--- src/rtl/sync_fifo_flagged_if.sv ---
// ---------------------------------------------------------------------------
// sync_fifo_flagged_if
// Groups the FIFO's request/response/status signals into one bundle.
//   slave  modport : the FIFO itself (takes requests, drives data/status)
//   master modport : the producer/consumer side (drives requests, reads status)
// Signals:
//   flush, write_en, write_data, read_en, clr_err        : requests
//   read_data                                            : read word
//   write_full, read_empty, almost_full, almost_empty    : occupancy flags
//   count                                                : occupancy 0..DEPTH
//   overflow, underflow                                  : sticky error flags
// Handshake: a write is taken on a posedge when write_en=1 and write_full=0;
// a read is taken when read_en=1 and read_empty=0. Both flags come from the
// registered count, so a request made while the flag blocks it is dropped
// (and recorded as overflow/underflow) even if the opposite side moves in
// the same cycle. flush overrides both requests.
// ---------------------------------------------------------------------------
interface sync_fifo_flagged_if #(
  parameter int DATA_WIDTH = 8,
  parameter int DEPTH      = 16
);
  localparam int ADDR_W = $clog2(DEPTH);

  logic                  flush;
  logic                  write_en;
  logic [DATA_WIDTH-1:0] write_data;
  logic                  read_en;
  logic [DATA_WIDTH-1:0] read_data;
  logic                  write_full;
  logic                  read_empty;
  logic                  almost_full;
  logic                  almost_empty;
  logic [ADDR_W:0]       count;
  logic                  overflow;
  logic                  underflow;
  logic                  clr_err;

  modport slave (
    input  flush, write_en, write_data, read_en, clr_err,
    output read_data, write_full, read_empty, almost_full, almost_empty,
           count, overflow, underflow
  );

  modport master (
    output flush, write_en, write_data, read_en, clr_err,
    input  read_data, write_full, read_empty, almost_full, almost_empty,
           count, overflow, underflow
  );
endinterface

--- src/rtl/sync_fifo_flagged.sv ---
// ---------------------------------------------------------------------------
// sync_fifo_flagged
// Single-clock FIFO with occupancy count, programmable almost-full/empty,
// sticky overflow/underflow flags, synchronous flush and an optional
// first-word-fall-through read port.
// Ports:
//   clk  : clock, all state on posedge
//   rst  : asynchronous active-high reset
//   bus  : sync_fifo_flagged_if.slave (requests in, data/status out)
// Parameters:
//   DATA_WIDTH, DEPTH (power of two, >=4), FWFT (0 = registered read with
//   one cycle latency, 1 = head of queue shown continuously),
//   AF_THRESH (almost_full when count >= it), AE_THRESH (almost_empty when
//   count <= it).
// ---------------------------------------------------------------------------
module sync_fifo_flagged #(
  parameter int DATA_WIDTH = 8,
  parameter int DEPTH      = 16,
  parameter bit FWFT       = 1'b0,
  parameter int AF_THRESH  = 12,
  parameter int AE_THRESH  = 4
) (
  input  logic                 clk,
  input  logic                 rst,
  sync_fifo_flagged_if.slave   bus
);
  localparam int ADDR_W = $clog2(DEPTH);
  localparam logic [ADDR_W:0] C_DEPTH = (ADDR_W+1)'(DEPTH);
  localparam logic [ADDR_W:0] C_AF    = (ADDR_W+1)'(AF_THRESH);
  localparam logic [ADDR_W:0] C_AE    = (ADDR_W+1)'(AE_THRESH);

  logic [DATA_WIDTH-1:0] r_mem [DEPTH];
  logic [ADDR_W-1:0]     r_wr_ptr;
  logic [ADDR_W-1:0]     r_rd_ptr;
  logic [ADDR_W:0]       r_count;
  logic [DATA_WIDTH-1:0] r_read_data;
  logic                  r_overflow;
  logic                  r_underflow;

  logic w_full;
  logic w_empty;
  logic w_wr_acc;
  logic w_rd_acc;
  logic w_ovf_set;
  logic w_udf_set;

  // Flags decode the registered count only: no same-cycle bypass, so a
  // write while full is refused even if a read pops in the same cycle.
  assign w_full    = (r_count == C_DEPTH);
  assign w_empty   = (r_count == '0);
  assign w_wr_acc  = bus.write_en && !w_full  && !bus.flush;
  assign w_rd_acc  = bus.read_en  && !w_empty && !bus.flush;
  // Requests swallowed by a flush are not errors.
  assign w_ovf_set = bus.write_en && w_full  && !bus.flush;
  assign w_udf_set = bus.read_en  && w_empty && !bus.flush;

  // Storage is not reset.
  always_ff @(posedge clk) begin
    if (w_wr_acc) r_mem[r_wr_ptr] <= bus.write_data;
  end

  always_ff @(posedge clk or posedge rst) begin
    if (rst) begin
      r_wr_ptr <= '0;
      r_rd_ptr <= '0;
      r_count  <= '0;
    end else if (bus.flush) begin
      r_wr_ptr <= '0;
      r_rd_ptr <= '0;
      r_count  <= '0;
    end else begin
      if (w_wr_acc) r_wr_ptr <= r_wr_ptr + 1'b1;
      if (w_rd_acc) r_rd_ptr <= r_rd_ptr + 1'b1;
      case ({w_wr_acc, w_rd_acc})
        2'b10:   r_count <= r_count + 1'b1;
        2'b01:   r_count <= r_count - 1'b1;
        default: r_count <= r_count;
      endcase
    end
  end

  // Registered read word: loads only on an accepted pop, otherwise holds.
  always_ff @(posedge clk or posedge rst) begin
    if (rst)           r_read_data <= '0;
    else if (w_rd_acc) r_read_data <= r_mem[r_rd_ptr];
  end

  // Sticky errors: a new error in the same cycle as clr_err wins.
  always_ff @(posedge clk or posedge rst) begin
    if (rst) begin
      r_overflow  <= 1'b0;
      r_underflow <= 1'b0;
    end else begin
      r_overflow  <= w_ovf_set | (r_overflow  & ~bus.clr_err);
      r_underflow <= w_udf_set | (r_underflow & ~bus.clr_err);
    end
  end

  generate
    if (FWFT) begin : g_fwft
      // Head of queue is always on the port; stale but stable when empty.
      assign bus.read_data = r_mem[r_rd_ptr];
    end else begin : g_std
      assign bus.read_data = r_read_data;
    end
  endgenerate

  assign bus.count        = r_count;
  assign bus.write_full   = w_full;
  assign bus.read_empty   = w_empty;
  assign bus.almost_full  = (r_count >= C_AF);
  assign bus.almost_empty = (r_count <= C_AE);
  assign bus.overflow     = r_overflow;
  assign bus.underflow    = r_underflow;
endmodule

--- src/flat_wrapper.sv ---
// flat-port wrapper written by rule: the top's interface ports become plain ports
module sync_fifo_flagged_flat 
#(
  parameter int DATA_WIDTH = 8,
  parameter int DEPTH      = 16,
  parameter bit FWFT       = 1'b0,
  parameter int AF_THRESH  = 12,
  parameter int AE_THRESH  = 4
)
  (clk, rst, bus_flush, bus_write_en, bus_write_data, bus_read_en, bus_clr_err, bus_read_data, bus_write_full, bus_read_empty, bus_almost_full, bus_almost_empty, bus_count, bus_overflow, bus_underflow);
  sync_fifo_flagged_if #(.DATA_WIDTH(DATA_WIDTH), .DEPTH(DEPTH)) bus_i ();
  input  logic clk;
  input  logic rst;
  input wire logic [$bits(bus_i.flush)-1:0] bus_flush;
  input wire logic [$bits(bus_i.write_en)-1:0] bus_write_en;
  input wire logic [$bits(bus_i.write_data)-1:0] bus_write_data;
  input wire logic [$bits(bus_i.read_en)-1:0] bus_read_en;
  input wire logic [$bits(bus_i.clr_err)-1:0] bus_clr_err;
  output wire logic [$bits(bus_i.read_data)-1:0] bus_read_data;
  output wire logic [$bits(bus_i.write_full)-1:0] bus_write_full;
  output wire logic [$bits(bus_i.read_empty)-1:0] bus_read_empty;
  output wire logic [$bits(bus_i.almost_full)-1:0] bus_almost_full;
  output wire logic [$bits(bus_i.almost_empty)-1:0] bus_almost_empty;
  output wire logic [$bits(bus_i.count)-1:0] bus_count;
  output wire logic [$bits(bus_i.overflow)-1:0] bus_overflow;
  output wire logic [$bits(bus_i.underflow)-1:0] bus_underflow;
  assign bus_i.flush = bus_flush;
  assign bus_i.write_en = bus_write_en;
  assign bus_i.write_data = bus_write_data;
  assign bus_i.read_en = bus_read_en;
  assign bus_i.clr_err = bus_clr_err;
  assign bus_read_data = bus_i.read_data;
  assign bus_write_full = bus_i.write_full;
  assign bus_read_empty = bus_i.read_empty;
  assign bus_almost_full = bus_i.almost_full;
  assign bus_almost_empty = bus_i.almost_empty;
  assign bus_count = bus_i.count;
  assign bus_overflow = bus_i.overflow;
  assign bus_underflow = bus_i.underflow;
  sync_fifo_flagged #(.DATA_WIDTH(DATA_WIDTH), .DEPTH(DEPTH), .FWFT(FWFT), .AF_THRESH(AF_THRESH), .AE_THRESH(AE_THRESH)) u_core (.clk(clk), .rst(rst), .bus(bus_i));
endmodule
--- config.mk ---
export PLATFORM = sky130hd
export DESIGN_NAME = sync_fifo_flagged_flat
export DESIGN_NICKNAME = d
export VERILOG_FILES = /design/src/rtl/sync_fifo_flagged_if.sv /design/src/rtl/sync_fifo_flagged.sv /design/src/flat_wrapper.sv
export SDC_FILE = /design/constraint.sdc
export NUM_CORES = 1
export LEC_CHECK = 0
export ABC_CLOCK_PERIOD_IN_PS = 2700
export CORE_MARGIN = 5
export CORE_UTILIZATION = 30
export CTS_CLUSTER_SIZE = 28
export DETAILED_ROUTE_END_ITERATION = 10
export PLACE_DENSITY_LB_ADDON = 0.25
export SKIP_LAST_GASP = 1
export SLEW_MARGIN = 0
export SYNTH_ARGS = -nofsm -noshare
export SYNTH_HDL_FRONTEND = slang
export SYNTH_SLANG_ARGS = --single-unit
--- constraint.sdc ---
create_clock -name clk -period 2.7 [get_ports clk]
set_input_delay 0.27 -clock clk [delete_from_list [all_inputs] [get_ports clk]]
set_output_delay 0.27 -clock clk [all_outputs]
set_load 0.02 [all_outputs]
== Yosys cells after proc, flatten, opt, wreduce, memory -nomap -nowiden ==
Memories as Yosys holds them, arrays and structs flattened. A register that Yosys moved wholly into a read port is not among the register bits.
Cells that the tools add are included.

* Register bits: 15
* Latch bits: 0
* RAM bits: 128
* Bits in read-only memories: 0
* Input port bits: 14
* Memories: 1

* Add/subtract/negate cells: 4
* Multipliers: 0
* Div/mod/pow operators: 0
* $lt $le $gt $ge: 2
* Equality and inequality tests: 3
* Shift-type cells: 0
* Multiplexer cells: 8
* Bitwise gates (word level): 5
* Reduce and logical (&&, ||, !) cells: 15

{| class="wikitable"
|+ Memories
! name !! words !! bits a word !! rd ports !! clocked after Yosys merged registers in !! write ports !! RTL line !! text
|-
| u_core.r_mem || 16 || 8 || 1 || 1 || 1 || sync_fifo_flagged.sv:32 || <nowiki>logic [DATA_WIDTH-1:0] r_mem [DEPTH];</nowiki>
|}

{| class="wikitable"
|+ Operators with widths
! operator !! count
|-
| $mux W4 || 4
|-
| $pmux W5 S2 || 1
|-
| $add A4 B1 Y4 const B || 2
|-
| $logic_and A1 B1 Y1 || 8
|-
| $add A5 B1 Y5 const B || 1
|-
| $eq A5 B5 Y1 const B || 1
|-
| $ge A5 B4 Y1 const B || 1
|-
| $le A5 B3 Y1 const B || 1
|-
| $logic_not A5 Y1 || 1
|-
| $mux W5 || 1
|-
| $sub A5 B1 Y5 const B || 1
|-
| $reduce_bool A2 Y1 || 2
|-
| $logic_not A1 Y1 || 3
|-
| $reduce_bool A3 Y1 || 1
|-
| $and A1 B1 Y1 || 2
|-
| $eq A2 B1 Y1 const B || 1
|-
| $eq A2 B2 Y1 const B || 1
|-
| $mux W1 || 2
|-
| $or A1 B1 Y1 || 2
|-
| $not A1 Y1 || 1
|}

== Longest topological paths before layout ==
Gate-level depths: netlist of run 1.

* Word-level depth: 7
* Depth in mapped cells: 10
* Gate-level depth less buffers: 9

== Worst setup path after synthesis of run 1 ==
No wires, ideal clock.

* Kind: register to register
* Start: register u_core.r_count[1], in the netlist u_core.bus.count[1]
* End: register u_core.r_count[4], in the netlist u_core.bus.count[4]
* Library setup time: 0.126 ns
* Arrival: 2.684 ns
* Required time: 2.574 ns
* Setup slack: -0.110 ns
* Cell stages (with the launch flop): 10
* Path buffers: 1
* Cells stage by stage: dfrtp_1 buf_6 nor4_4 mux2i_2 xor2_1 ha_1 or3_2 a21oi_1 mux2i_1 a221o_1

* Cells in the longest elaborated chain, start to end: 7

{| class="wikitable"
|+ RTL lines
! what !! RTL line !! text
|-
| start, declared || sync_fifo_flagged.sv:35 || <nowiki>logic [ADDR_W:0] r_count;</nowiki>
|-
| start signal, assigned || sync_fifo_flagged.sv:75 || <nowiki>2'b10: r_count <= r_count + 1'b1;</nowiki>
|-
| start signal, assigned || sync_fifo_flagged.sv:76 || <nowiki>2'b01: r_count <= r_count - 1'b1;</nowiki>
|-
| start signal, assigned || sync_fifo_flagged.sv:77 || <nowiki>default: r_count <= r_count;</nowiki>
|-
| $eq A5 B5 Y1 / $logic_not A5 Y1 (equally long branches) || sync_fifo_flagged.sv:49, sync_fifo_flagged.sv:50 ||
|-
| $logic_not A1 Y1 (on tied branches) || sync_fifo_flagged.sv:51, sync_fifo_flagged.sv:52 ||
|-
| $logic_and A1 B1 Y1 (on tied branches) (2 in a row) || sync_fifo_flagged.sv:51, sync_fifo_flagged.sv:52 ||
|-
| $eq A2 B1 Y1 / $eq A2 B2 Y1 (equally long branches) || sync_fifo_flagged.sv:74 || <nowiki>case ({w_wr_acc, w_rd_acc})</nowiki>
|-
| $pmux W5 S2 || sync_fifo_flagged.sv:74 ||
|-
| $mux W5 || sync_fifo_flagged.sv:67 || <nowiki>end else if (bus.flush) begin</nowiki>
|}

Parallel ways exist; a longest one is shown, timed or not.
A chain may end at the register's enable or synchronous reset.

== Worst setup path in the final report of run 1 ==
* Start: register u_core.r_count[0], in the netlist u_core.bus.count[0]
* End: output bus_read_empty

* Cells in the longest elaborated chain, start to end: 1

{| class="wikitable"
|+ RTL lines
! what !! RTL line !! text
|-
| $logic_not A5 Y1 || sync_fifo_flagged.sv:50 || <nowiki>assign w_empty = (r_count == '0);</nowiki>
|-
| end, declared || flat_wrapper.sv:21 || <nowiki>output wire logic [$bits(bus_i.read_empty)-1:0] bus_read_empty;</nowiki>
|}

No other way between the ends.

==> impl_metrics.toml, run 1 <==
[critical_path]
cp_num_buf_inv = 3
cp-start-kind = "flop"
arrival_ps = 2280
path_cells = "nor4_4 > buf_4 > nand2b_2 > inv_2 > clkdlybuf4s50_1"
endpoint_kind = "primary output"
reg2regPathDepth = 8
crit_type = "reg -> out"
critPathMaxFanout = 7
critical_path_required_ps = 2430
crit_family = "buffers and inverters"
r2r_setup_slack_ps = 250
critPathSlowestCell = "clkdlybuf4s50_1"
slowest_delay_ps = 620
cp_num_cells = 5

[route]
vias = 3211
ant_nets = 0
dr_wl_met3_um = 467
wl_um = 13200
routed.top_layer = "met4"
dr_wl_met2_um = 6470
avgRoutedWirePerCell_um = 19.3
via_per_inst = 4.67
wl_met1_um = 6080
first_pass_iters = 4
drc = 0
drtIter0Drc = 228

[layout]
utilization_pct = 37.6
multi_input_area_um2 = 1660
seq_area_um2 = 4420
fin_nets = 426
final_cells = 688
stdcell_area_um2 = 7660
syn2layout_area_growth_pct = 22.9
num-fill-cells = 1866
n_antenna_cell = 0
drive_gt1_share_pct = 26.1

[clock_tree]
cts_sinks = 151
postCtsHoldBufs = 0
cts_tree = "done"
worstSkewPairLatency_ps = 420
cts.htree.levels = 4
cts_resized = 0
clkTransAtPathRegs_ps = 60
ctsLongestPathBuffers = 2
clock-root-buffer = "clkbuf_16"
cts_setup_buffers = 0
cts_buffers = 17

[timing]
finalSetupViolCount = 0
fin_skew_ps = 7.38
slew_headroom_pct = 23.5
rsz0062_at_grt = "no"
fmax_mhz = 392
period_minus_slack_ps = 2550
drv_slew = 0
finalHoldViolCount = 0
timing.hold.ws_ps = 220
period_share_pct = 94.6
worstMarginPinSlew_ps = 1150

[floorplanning]
rows = 52
die-area_um2 = 23800
io_pins = 33
core_um2 = 20400
fp.dieH_um = 154
start_util_pct = 30.6
die_w_um = 154

[global_route]
grt_usage_pct = 11.8
grt-ovfl-total = 0
grt_max_degree = 27
grt_pass1_vias = 3507
antenna_found_initial = 0
grt_pass1_wl_um = 20700

[yosys]
synth_nets = 364
synthesis.instances = 343
ys_seq_elements = 151
synth_seq_area_share_pct = 70.9
yosysUniqueCellTypes = 45
avgSynthCellArea_um2 = 18.2
netlist_top_cells_area = "edfxtp_1 (62%), mux4_2 (12%), dfrtp_1 (9.2%)"
syn-cell-area_um2 = 6230
ys.warnings.count = 0
synth_top_area_cell = "edfxtp_1"
netlist.area_leader.share_pct = 61.6

[outcome]
status = "completed"

[place]
globalplace.congestion = 0.737
dp_hpwl_um = 8600
dp.cells = 656
port-buffer-count = 32
place_area_um2 = 7010

[power]
power_density_nw_per_um2 = 905
p_leak_nw = 2.54
max-vdd-ir-drop_mv = 0.448

[job]
cap_violations = 0

[hold_path]
worstHoldPathType = "in -> async"
==> final timing paths <==
kind	endpoint	startpoint
worst max-delay path	bus_read_empty	u_core.bus.count[0]
worst min-delay path	u_core.bus.read_data[0]	rst
worst max register to register	u_core.bus.count[4]	u_core.bus.count[0]
worst min register to register	u_core.bus.underflow	u_core.bus.underflow
max in group asynchronous	u_core.r_rd_ptr[0]	rst
min in group clk	u_core.bus.underflow	bus_clr_err
==> registers in the layout (all words and copies together) (netlist names) <==
name	cells
u_core.r_wr_ptr	4
u_core.r_rd_ptr	4
u_core.r_mem	128
u_core.bus.count	5
u_core.bus.read_data	8
u_core.bus.underflow	1
u_core.bus.overflow	1
==> worst reg2reg max path, stage by stage (launching register included) <==
cell	delay [ps]
dfrtp_1	470
nor4_4	360
mux2i_2	350
xor2_1	120
ha_2	210
or3_4	330
a21oi_2	110
mux2i_1	90
a221o_1	290
==> cell type report <==
type / count / area share [%]
clock buffers: 17 / 5.55
clock inverters: 15 / 2.96
inverters: 8 / 0.392
multi-input cells: 165 / 21.7
flip-flops and latches: 151 / 57.7
well taps: 270 / 4.41
repair buffers: 62 / 7.28
==> cells by family (layout without fill, tap and decap cells) <==
| kind of cell | Yosys count | after routing | share of synthesized area (%) |
|---|---|---|---|
| xor gates and xnor gates | 8 | 8 | 1.12 |
| buffers and inverters | 27 | 102 | 2.59 |
| muxes | 53 | 53 | 15.0 |
| adders and majority gates | 7 | 7 | 1.40 |
| DFF | 151 | 151 | 70.9 |
| AOI/OAI and AO/OA | 25 | 25 | 3.19 |
| and+or+nand+nor | 72 | 72 | 5.78 |
==> cell usage after synthesis, drive strengths merged <==
cell    number
ha           7
o31ai        1
mux4        32
edfxtp     128
buf         13
or3          2
a21oi        4
xor2         6
a31o         1
nor4         4
o21ai        3
a221oi       8
mux2i       19
nand2       13
nor2        33
o32ai        1
mux2         2
o21a         1
a21o         1
nor2b        2
inv          8
nand4        1
a221o        2
nand3b       1
and2         1
clkbuf       6
a21boi       1
dfrtp       23
nand3        3
nor3         6
or3b         1
xnor2        2
o22ai        1
nand2b       5
a211oi       1
==> stage by stage <==
| stage | setup TNS, ps | total power, mW | setup WS (ps) |
|---|---|---|---|
| floorplan | 0 | 3.82 | 49.4 |
| global placement | -66.1 | 4.41 | -66.1 |
| detailed placement | -103 | 4.43 | -103 |
| CTS | 0 | 7.04 | 111 |
| global route | 0 | 7.27 | 38.7 |
| finish | 0 | 6.94 | 146 |
==> per-layer routing <==
layer / global-route usage (%) / up-vias
li1: - / 1470
met2: 19.1 / 61
met1: 15.1 / 1665
met3: 3.40 / 15
met4: 4.37 / 0
met5: 0 / -
==> cells in the final DEF (no fill, tap or decap), types with 3 or more instances in the layout <==
| master | Yosys | final |
|---|---|---|
| clkdlybuf4s50_1 | 0 | 32 |
| nand3_1 | 3 | 3 |
| buf_4 | 2 | 29 |
| nand2_1 | 13 | 13 |
| edfxtp_1 | 128 | 128 |
| a21oi_1 | 4 | 3 |
| clkinv_4 | 0 | 4 |
| nor3_1 | 5 | 5 |
| clkbuf_16 | 0 | 17 |
| dfrtp_1 | 23 | 21 |
| inv_1 | 7 | 7 |
| xor2_1 | 6 | 6 |
| ha_1 | 7 | 6 |
| o21ai_0 | 3 | 3 |
| bufinv_16 | 0 | 5 |
| nor4_1 | 3 | 3 |
| nor2_1 | 33 | 33 |
| nand2b_1 | 4 | 4 |
| mux4_2 | 32 | 32 |
| a221oi_1 | 8 | 8 |
| mux2i_1 | 18 | 18 |
==> power breakdown <==
part           switching (mW)  total (mW)  leakage [nW]  internal (mW)
clock network           0.943        2.59         0.317           1.65
logic                   0.747        1.50         0.779          0.751
registers               0.172        2.85          1.44           2.68
Power figures use the tool's default switching activity.
==> run 2, diff against run 1 <==
Settings changed: CORE_MARGIN 5 to 3.
==> run 2 against run 1 <==
Combinational power about the same. Cell area shrank 1.1%. Worst setup slack better by 19 ps. Non-clock buffer count rose by 3. Critical path depth did not move. Largest cell class unchanged. Largest power group unchanged. Sequential share of layout area increased by 0.67 points. Global-route usage grew 0.55 points. Worst hold slack improved by 4.9 ps. Die area shrank 5.1%. Core utilization decreased by 0.31 points. Register-to-register slack about the same. Maximum frequency grew 0.76%.
==> impl_metrics.toml, run 2 (synthesis gave the netlist of run 1 again) <==
[layout]
drive_gt1_share_pct = 25.0
final_cells = 690
n_antenna_cell = 0
mostFrequentLayoutCell = "edfxtp_1"
syn2layout_area_growth_pct = 21.5
seq_area_um2 = 4420
num-fill-cells = 1878
fin_nets = 429
multi_input_area_um2 = 1660
top_register = "u_core.r_mem"
mostFrequentLayoutCells = "edfxtp_1 (128), nor2_1 (33), mux4_2 (32), clkdlybuf4s50_1 (32), buf_4 (32)"
largest_register_ffs = 128

[route]
via_per_inst = 4.69
ant_nets = 0
drc = 0
drtIter0Drc = 207
avgRoutedWirePerCell_um = 18.9
wl_um = 13100
first_pass_iters = 4
vias = 3233

[clock_tree]
clock-root-buffer = "clkbuf_16"
ctsLongestPathBuffers = 2
cts.htree.levels = 4
worstSkewPairLatency_ps = 410
cts_sinks = 151
postCtsHoldBufs = 0
cts_buffers = 17
cts_tree = "done"
clkTransAtPathRegs_ps = 60
cts_setup_buffers = 0
cts_resized = 0

[timing]
tns_ps = 0
worstMarginPinSlew_ps = 885
slew_headroom_pct = 41.0
fin_ws_ps = 165
rsz0062_at_grt = "no"
fin_skew_ps = 7.52
fmax_mhz = 395
finalSetupViolCount = 0
period_minus_slack_ps = 2530
drv_slew = 0
period_share_pct = 93.9
finalHoldViolCount = 0

[critical_path]
critical_path_required_ps = 2430
cp-start-kind = "flop"
arrival_ps = 2260
critPathMaxFanout = 7
crit_type = "reg -> out"
endpoint_kind = "primary output"

[floorplanning]
die-area_um2 = 22500
start_util_pct = 30.7
core_um2 = 20300
die_w_um = 150
fp.dieH_um = 150
rows = 52
io_pins = 33

[power]
power_density_nw_per_um2 = 862
max-vdd-ir-drop_mv = 0.406
p_leak_nw = 2.50

[global_route]
grt_usage_pct = 12.4
grt_pass1_wl_um = 20100
grt-ovfl-total = 0
grt_max_degree = 36
grt_pass1_vias = 3359
antenna_found_initial = 0

[place]
globalplace.congestion = 0.755
dp_hpwl_um = 8160
port-buffer-count = 32
pre_cts_ws_ps = -103
dp.cells = 659

[hold_path]
worstHoldPathType = "in -> async"

[outcome]
status = "completed"

[job]
cap_violations = 0
## run 2: cell types whose count changed in the layout (fill, tap and decap cells not counted)
cell	previous run	this run
clkinv_4	4	0
clkinv_2	2	3
clkinvlp_4	1	2
inv_8	1	0
buf_4	29	32
inv_6	1	0
bufinv_16	5	2
clkinv_1	1	7
## run 2: final timing paths
check	startpoint	endpoint	slack (ps)	depth (start not counted)
max	u_core.bus.count[0]	bus_read_empty	170	5
min	rst	u_core.bus.read_data[0]	220	3
max reg2reg	u_core.bus.count[0]	u_core.bus.count[4]	240	8
min reg2reg	u_core.bus.overflow	u_core.bus.overflow	550	2
max in group asynchronous	rst	u_core.bus.count[2]	2180	3
min in group clk	bus_clr_err	u_core.bus.underflow	450	2
## run 2: per-layer routing
metal,vias to the layer above,track usage [%],wire (um)
met3,8,3.37,568
met4,0,3.29,99
met2,65,20.0,6540
li1,1477,-,-
met5,-,0,0
met1,1683,16.6,5860
## run 2: cell type report
class | count | area share (%)
Sequential cell | 151 | 58.4
Inverter | 8 | 0.396
Tap cell | 270 | 4.46
Clock inverter | 14 | 1.54
Multi-Input combinational cell | 165 | 22.0
Clock buffer | 17 | 5.62
Timing Repair Buffer | 65 | 7.66
## run 2: critical path, cell delays in order (launching register included)
cell and delay [ps]:
dfrtp_1 480, nor4_4 360, buf_4 200, nand2b_2 100, inv_2 100, clkdlybuf4s50_1 610
## run 2: power by group
group / switching, mW / internal [mW] / leakage (nW) / total, mW
Combinational: 0.760 / 0.751 / 0.795 / 1.51
Clock: 0.862 / 1.32 / 0.261 / 2.19
Sequential: 0.160 / 2.68 / 1.44 / 2.84
## run 2: through the flow
stage / cell area, um^2 / util, % / hold slack, ps / power, mW
final: 7580 / 37.3 / 225 / 6.53
after global placement: 7030 / 34.7 / 537 / 4.39
after floorplan: 6250 / - / 272 / 3.82
after detailed placement: 7030 / 34.7 / 549 / 4.42
after global routing: 7580 / 37.3 / 242 / 6.83
after CTS: 7580 / 37.3 / 221 / 6.61
==> RTL change 1 (settings of run 1) <==
Make the reset (`rst`) synchronous in 3 clocked blocks. Comments in the files are not updated.
--- a/src/rtl/sync_fifo_flagged.sv
+++ b/src/rtl/sync_fifo_flagged.sv
@@ -60,5 +60,5 @@
   end
 
-  always_ff @(posedge clk or posedge rst) begin
+  always_ff @(posedge clk) begin
     if (rst) begin
       r_wr_ptr <= '0;
@@ -81,5 +81,5 @@
 
   // Registered read word: loads only on an accepted pop, otherwise holds.
-  always_ff @(posedge clk or posedge rst) begin
+  always_ff @(posedge clk) begin
     if (rst)           r_read_data <= '0;
     else if (w_rd_acc) r_read_data <= r_mem[r_rd_ptr];
@@ -87,5 +87,5 @@
 
   // Sticky errors: a new error in the same cycle as clr_err wins.
-  always_ff @(posedge clk or posedge rst) begin
+  always_ff @(posedge clk) begin
     if (rst) begin
       r_overflow  <= 1'b0;
Function: differs if rst is asserted again (counterexample within 4 cycles, from zero or initial values and one cycle with rst high); with rst held inactive, the same outputs for 10 cycles.
==> RTL change 1 against run 1 <==
  * Die area shrank 0.92%
  * Register-to-register slack got worse by 0.02 ns
  * Wire length is 2.3% lower
  * Setup slack improved by 0.015 ns
  * Highest routed layer unchanged
  * Non-clock buffer count down 6
  * Sequential cell count did not move
  * Clock skew is essentially flat
  * Cell area fell by 1.6%
  * Synthesized area fell by 0.98%
  * Cell count up 3.3%
Power is not compared: it rests on default switching activity, and its combinational part moved more than twofold at a synthesized area within 25%.
==> RTL change 1: results (changes against run 1) <==
fraction of layout instances using a drive strength above 1 18.4% (-7.7 points); sequential share of the synthesized area 69.7% (-1.2 points); path type of the worst min-delay path reg -> reg; result of the run completed; vias in the first global route 3477 (-0.86%); routed wire length 12900 um (-2.3%); net count of the mapped netlist 399 (+9.6%); aggregate global-route resource usage 11.4% (-0.42 points); startpoint of the most critical setup path u_core.bus.count[2]; Post-synth ARST share 0% (-15 points); clock tree skew after final layout 0.00697 ns (-0.000409 ns); detailed-route vias per instance 4.73 (+1.3%); register clock-pin slew on the reported worst setup and hold paths 0.06 ns (about the same); Post-layout nets 450 (+5.6%); count of yosys warnings during synthesis 0 (unchanged); Detailed Place HPWL 8640 um (+0.49%); worst reg2reg path endpoint u_core.bus.count[2]; fraction of post-synthesis cell area in the top cell type by area 62.3% (+0.61 points); worst setup slack for register-to-register paths 0.23 ns (-0.02 ns); Post-synth top cells edfxtp_1, nor2_1, mux2i_1, dfxtp_1, mux4_2; top cells by area in the synthesized netlist edfxtp_1, dfxtp_1, mux4_2; final RePlAce weighted congestion 0.775 (+5.2%); launching point of the worst reg2reg path u_core.bus.count[0]; largest net degree at the start of global routing 28 (+3.7%); Max Fanout on Critical Path 13 (+6); initial drt markers 197 (-14%); slowest cell delay on critical path 0.64 ns (+0.02 ns); max-slew headroom at the worst pin 49.5% (+26 points); post-CTS repair timing setup buffer count 0 (unchanged); wire length of the first global-routing pass 20500 um (-0.97%)
[RTL change 1: stage by stage]
stage / instances / worst slack (ns) / hold slack [ns] / cell area [um2]
6_report: 711 / 0.161 / 0.511 / 7540
4_1_cts: 711 / 0.131 / 0.519 / 7540
3_3_place_gp: 679 / 0.145 / 0.506 / 6890
3_5_place_dp: 679 / 0.0874 / 0.511 / 6890
5_1_grt: 711 / 0.0314 / 0.542 / 7540
2_1_floorplan: 377 / 0.0223 / 0.369 / 6180
[RTL change 1: cell type report]
| cell class | count | area, um2 |
|---|---|---|
| Clock inverter | 14 | 224 |
| Fill cell | 1866 | 12700 |
| Multi-Input combinational cell | 197 | 1720 |
| Sequential cell | 151 | 4310 |
| Clock buffer | 18 | 429 |
| Inverter | 5 | 18.8 |
| Tap cell | 270 | 338 |
| Timing Repair Buffer | 56 | 513 |
[RTL change 1: worst min-delay path: cells and delay by family, from the launching register on]
kind,cells,cell delay [ns]
flops,1,0.32
simple gates,1,0.10
compound gates,1,0.05
[RTL change 1: cell families after synthesis]
family / share of synthesized area [%]
XOR/XNOR: 1.42
AND/OR/NAND/NOR: 6.65
adder cells (fa/ha/maj): 1.62
flip-flops: 69.7
AO/OA/AOI/OAI: 5.86
multiplexers: 12.1
buffers and inverters: 2.61
[RTL change 1: worst min path at each step]
stage	from	to	slack (ns)	depth (start not counted)
after floorplan	bus_write_data[0]	u_core.r_mem[0][0]	0.37	0
after global placement	u_core.bus.read_data[0]	u_core.bus.read_data[0]	0.51	2
after detailed placement	u_core.bus.read_data[2]	u_core.bus.read_data[2]	0.51	2
after CTS	u_core.bus.read_data[2]	u_core.bus.read_data[2]	0.52	2
after global routing	u_core.bus.read_data[5]	u_core.bus.read_data[5]	0.54	2
final	u_core.bus.read_data[2]	u_core.bus.read_data[2]	0.51	2
[RTL change 1: where the power goes]
| part | total, mW | internal (mW) | switching, mW |
|---|---|---|---|
| logic | 0.137 | 0.0571 | 0.0797 |
| clock network | 2.58 | 1.65 | 0.934 |
| registers | 2.55 | 2.54 | 0.00774 |
| total | 5.27 | 4.25 | 1.02 |
[RTL change 1: metal layers]
layer	GRT usage [%]	vias to the layer above	wire length [um]
met5	0	-	0
met4	3.62	0	168
met3	3.22	14	571
met2	17.9	65	6260
met1	15.3	1714	5940
li1	-	1569	-
==> RTL change 2 (flow settings as in run 1) <==
Without the edit above. `FWFT` is set to 1'b0 in 2 places; all go to 1'b1.
--- a/src/rtl/sync_fifo_flagged.sv
+++ b/src/rtl/sync_fifo_flagged.sv
@@ -17,5 +17,5 @@
   parameter int DATA_WIDTH = 8,
   parameter int DEPTH      = 16,
-  parameter bit FWFT       = 1'b0,
+  parameter bit FWFT       = 1'b1,
   parameter int AF_THRESH  = 12,
   parameter int AE_THRESH  = 4
--- a/src/flat_wrapper.sv
+++ b/src/flat_wrapper.sv
@@ -4,5 +4,5 @@
   parameter int DATA_WIDTH = 8,
   parameter int DEPTH      = 16,
-  parameter bit FWFT       = 1'b0,
+  parameter bit FWFT       = 1'b1,
   parameter int AF_THRESH  = 12,
   parameter int AE_THRESH  = 4
Formal check against the unedited RTL: not equivalent (a bounded check fails within 4 cycles, from zero or initial values and one cycle with rst high).
==> RTL change 2 against run 1 <==
  * Sequential cell count fell by 8
  * First-iteration DRC count up 6.6%
  * Fmax shrank 3.8%
  * Total power down 13%
  * Synthesized area fell by 5.6%
  * Wire length fell by 2.2%
  * Sequential power shrank 11%
  * Clock skew fell by 0.0012 ns
  * Critical path depth stayed put
  * Cell area down 5.5%
  * Setup slack got worse by 0.10 ns
  * Critical path type unchanged
  * Critical endpoint is now bus_read_data[5]
  * Largest cell class unchanged
==> RTL change 2: results (changes against run 1) <==
final RePlAce weighted congestion 0.766 (+3.9%); uppermost routed layer met5; Post-layout nets 407 (-4.5%); GR met1 Demand/Resource 15.6% (+0.44 points); Placement Cell Area 6760 um2 (-3.5%); Seq cells post-synth 143 (-5.3%); count of yosys warnings during synthesis 0 (unchanged); register share of the cell area 58.3% (+0.58 points); setup slack at placement -0.0133 ns (+0.0899 ns); slowest cell delay on critical path 0.52 ns (-0.10 ns); arithmetic-cell share of the synthesized area counting full adders, half adders and majority gates 1.49% (+0.083 points); net count of the mapped netlist 332 (-8.8%); wire length of the first global-routing pass 19500 um (-5.7%); number of CTS-inserted buffers 17 (unchanged); register area 4220 um2 (-4.5%); detailed-route vias per instance 4.73 (+1.4%); Worst Tran Pin Value 0.610 ns (-0.538 ns); XOR/XNOR Fraction of Synth Area 1.04% (-0.082 points); GR met3 Demand/Resource 3.45% (+0.052 points); post-detailed-route wirelength per cell 19.6 um (+1.7%); wire length on met3 604 um (+29%); fraction of layout instances using a drive strength above 1 29.0% (+3.0 points); multi-input combinational cell count 143 (-13%); register clock-pin slew on the reported worst setup and hold paths 0.05 ns; Detailed Place HPWL 8440 um (-1.8%); vias in the first global route 3235 (-7.8%); Global Route met2 Usage 19.9% (+0.80 points); mean area per synthesized cell 18.9 um2 (+4.1%); cell count after placement 628 (-4.3%); kind of cell adding the most delay to the critical path multiplexers; Static Leakage 2.43 nW (-4.4%); slowest cell on the critical path mux4_2; Data arrival, critical path 2.38 ns (+0.10 ns); clock tree skew after final layout 0.00618 ns (-0.00120 ns); routed wire length 13000 um (-2.2%); top cells by area in the synthesized netlist edfxtp_1, mux4_2, dfrtp_1; fraction of synthesized area in multiplexers 15.8% (+0.78 points); Signal inverters 9 (+1); worst voltage drop across the vdd grid 0.000358 V (-20%); die extent in x 150 um (-2.6%); number of distinct standard cells referenced by the synthesized netlist 42 (-6.7%); Port Buf Inserts 32 (unchanged); Post-synth ARST share 10.5% (-4.7 points); initial drt markers 243 (+6.6%); aggregate global-route resource usage 12.1% (+0.33 points); number of clock buffer instances in the layout 25 (+8); Max Fanout on Critical Path 11 (+4); largest net degree at the start of global routing 36 (+33%); synthesized-area fraction occupied by ao, oa, aoi and oai cells 2.91% (-0.28 points); Clock buffers and inverters, area share 6.51% (-2.0 points); routed wl met2 6590 um (+1.9%); Post-synth top cells edfxtp_1, mux4_2, nor2_1, dfrtp_1, nand2_1; met1 wire length 5590 um (-8.0%); layout buffering overhead excluding clock cells 8.77% (+1.5 points); area of the multi-input gates 1550 um2 (-6.8%); number of fill cells in the layout 1844 (-1.2%); Buffers, non-clock 72 (+16%); result of the run completed; initial antenna violation count 1 (+1); sequential share of the synthesized area 71.7% (+0.79 points)
-- RTL change 2: where the power goes --
part	switching [mW]	leakage, nW	internal [mW]	total (mW)
Clock	0.781	0.228	1.14	1.93
Combinational	0.796	0.843	0.779	1.57
Sequential	0.0472	1.35	2.50	2.54
Total	1.62	2.43	4.42	6.04
-- RTL change 2: worst paths after layout --
path                                       from                   end  slack [ns]  cells after the start
max                          u_core.r_rd_ptr[0]      bus_read_data[5]        0.05                      5
min                                         rst    u_core.r_wr_ptr[1]        0.24                      2
max reg2reg                 u_core.bus.count[0]   u_core.bus.count[4]        0.23                      9
min reg2reg                u_core.bus.underflow  u_core.bus.underflow        0.54                      2
min in group clk                    bus_clr_err   u_core.bus.overflow        0.46                      2
max in group asynchronous                   rst    u_core.r_rd_ptr[0]        2.01                      2
-- RTL change 2: repair_timing --
action,in CTS,in global routing
endpoints found under the setup margin,9,8
setup buffers,4,0
hold buffers,0,0
resized for setup,27,7
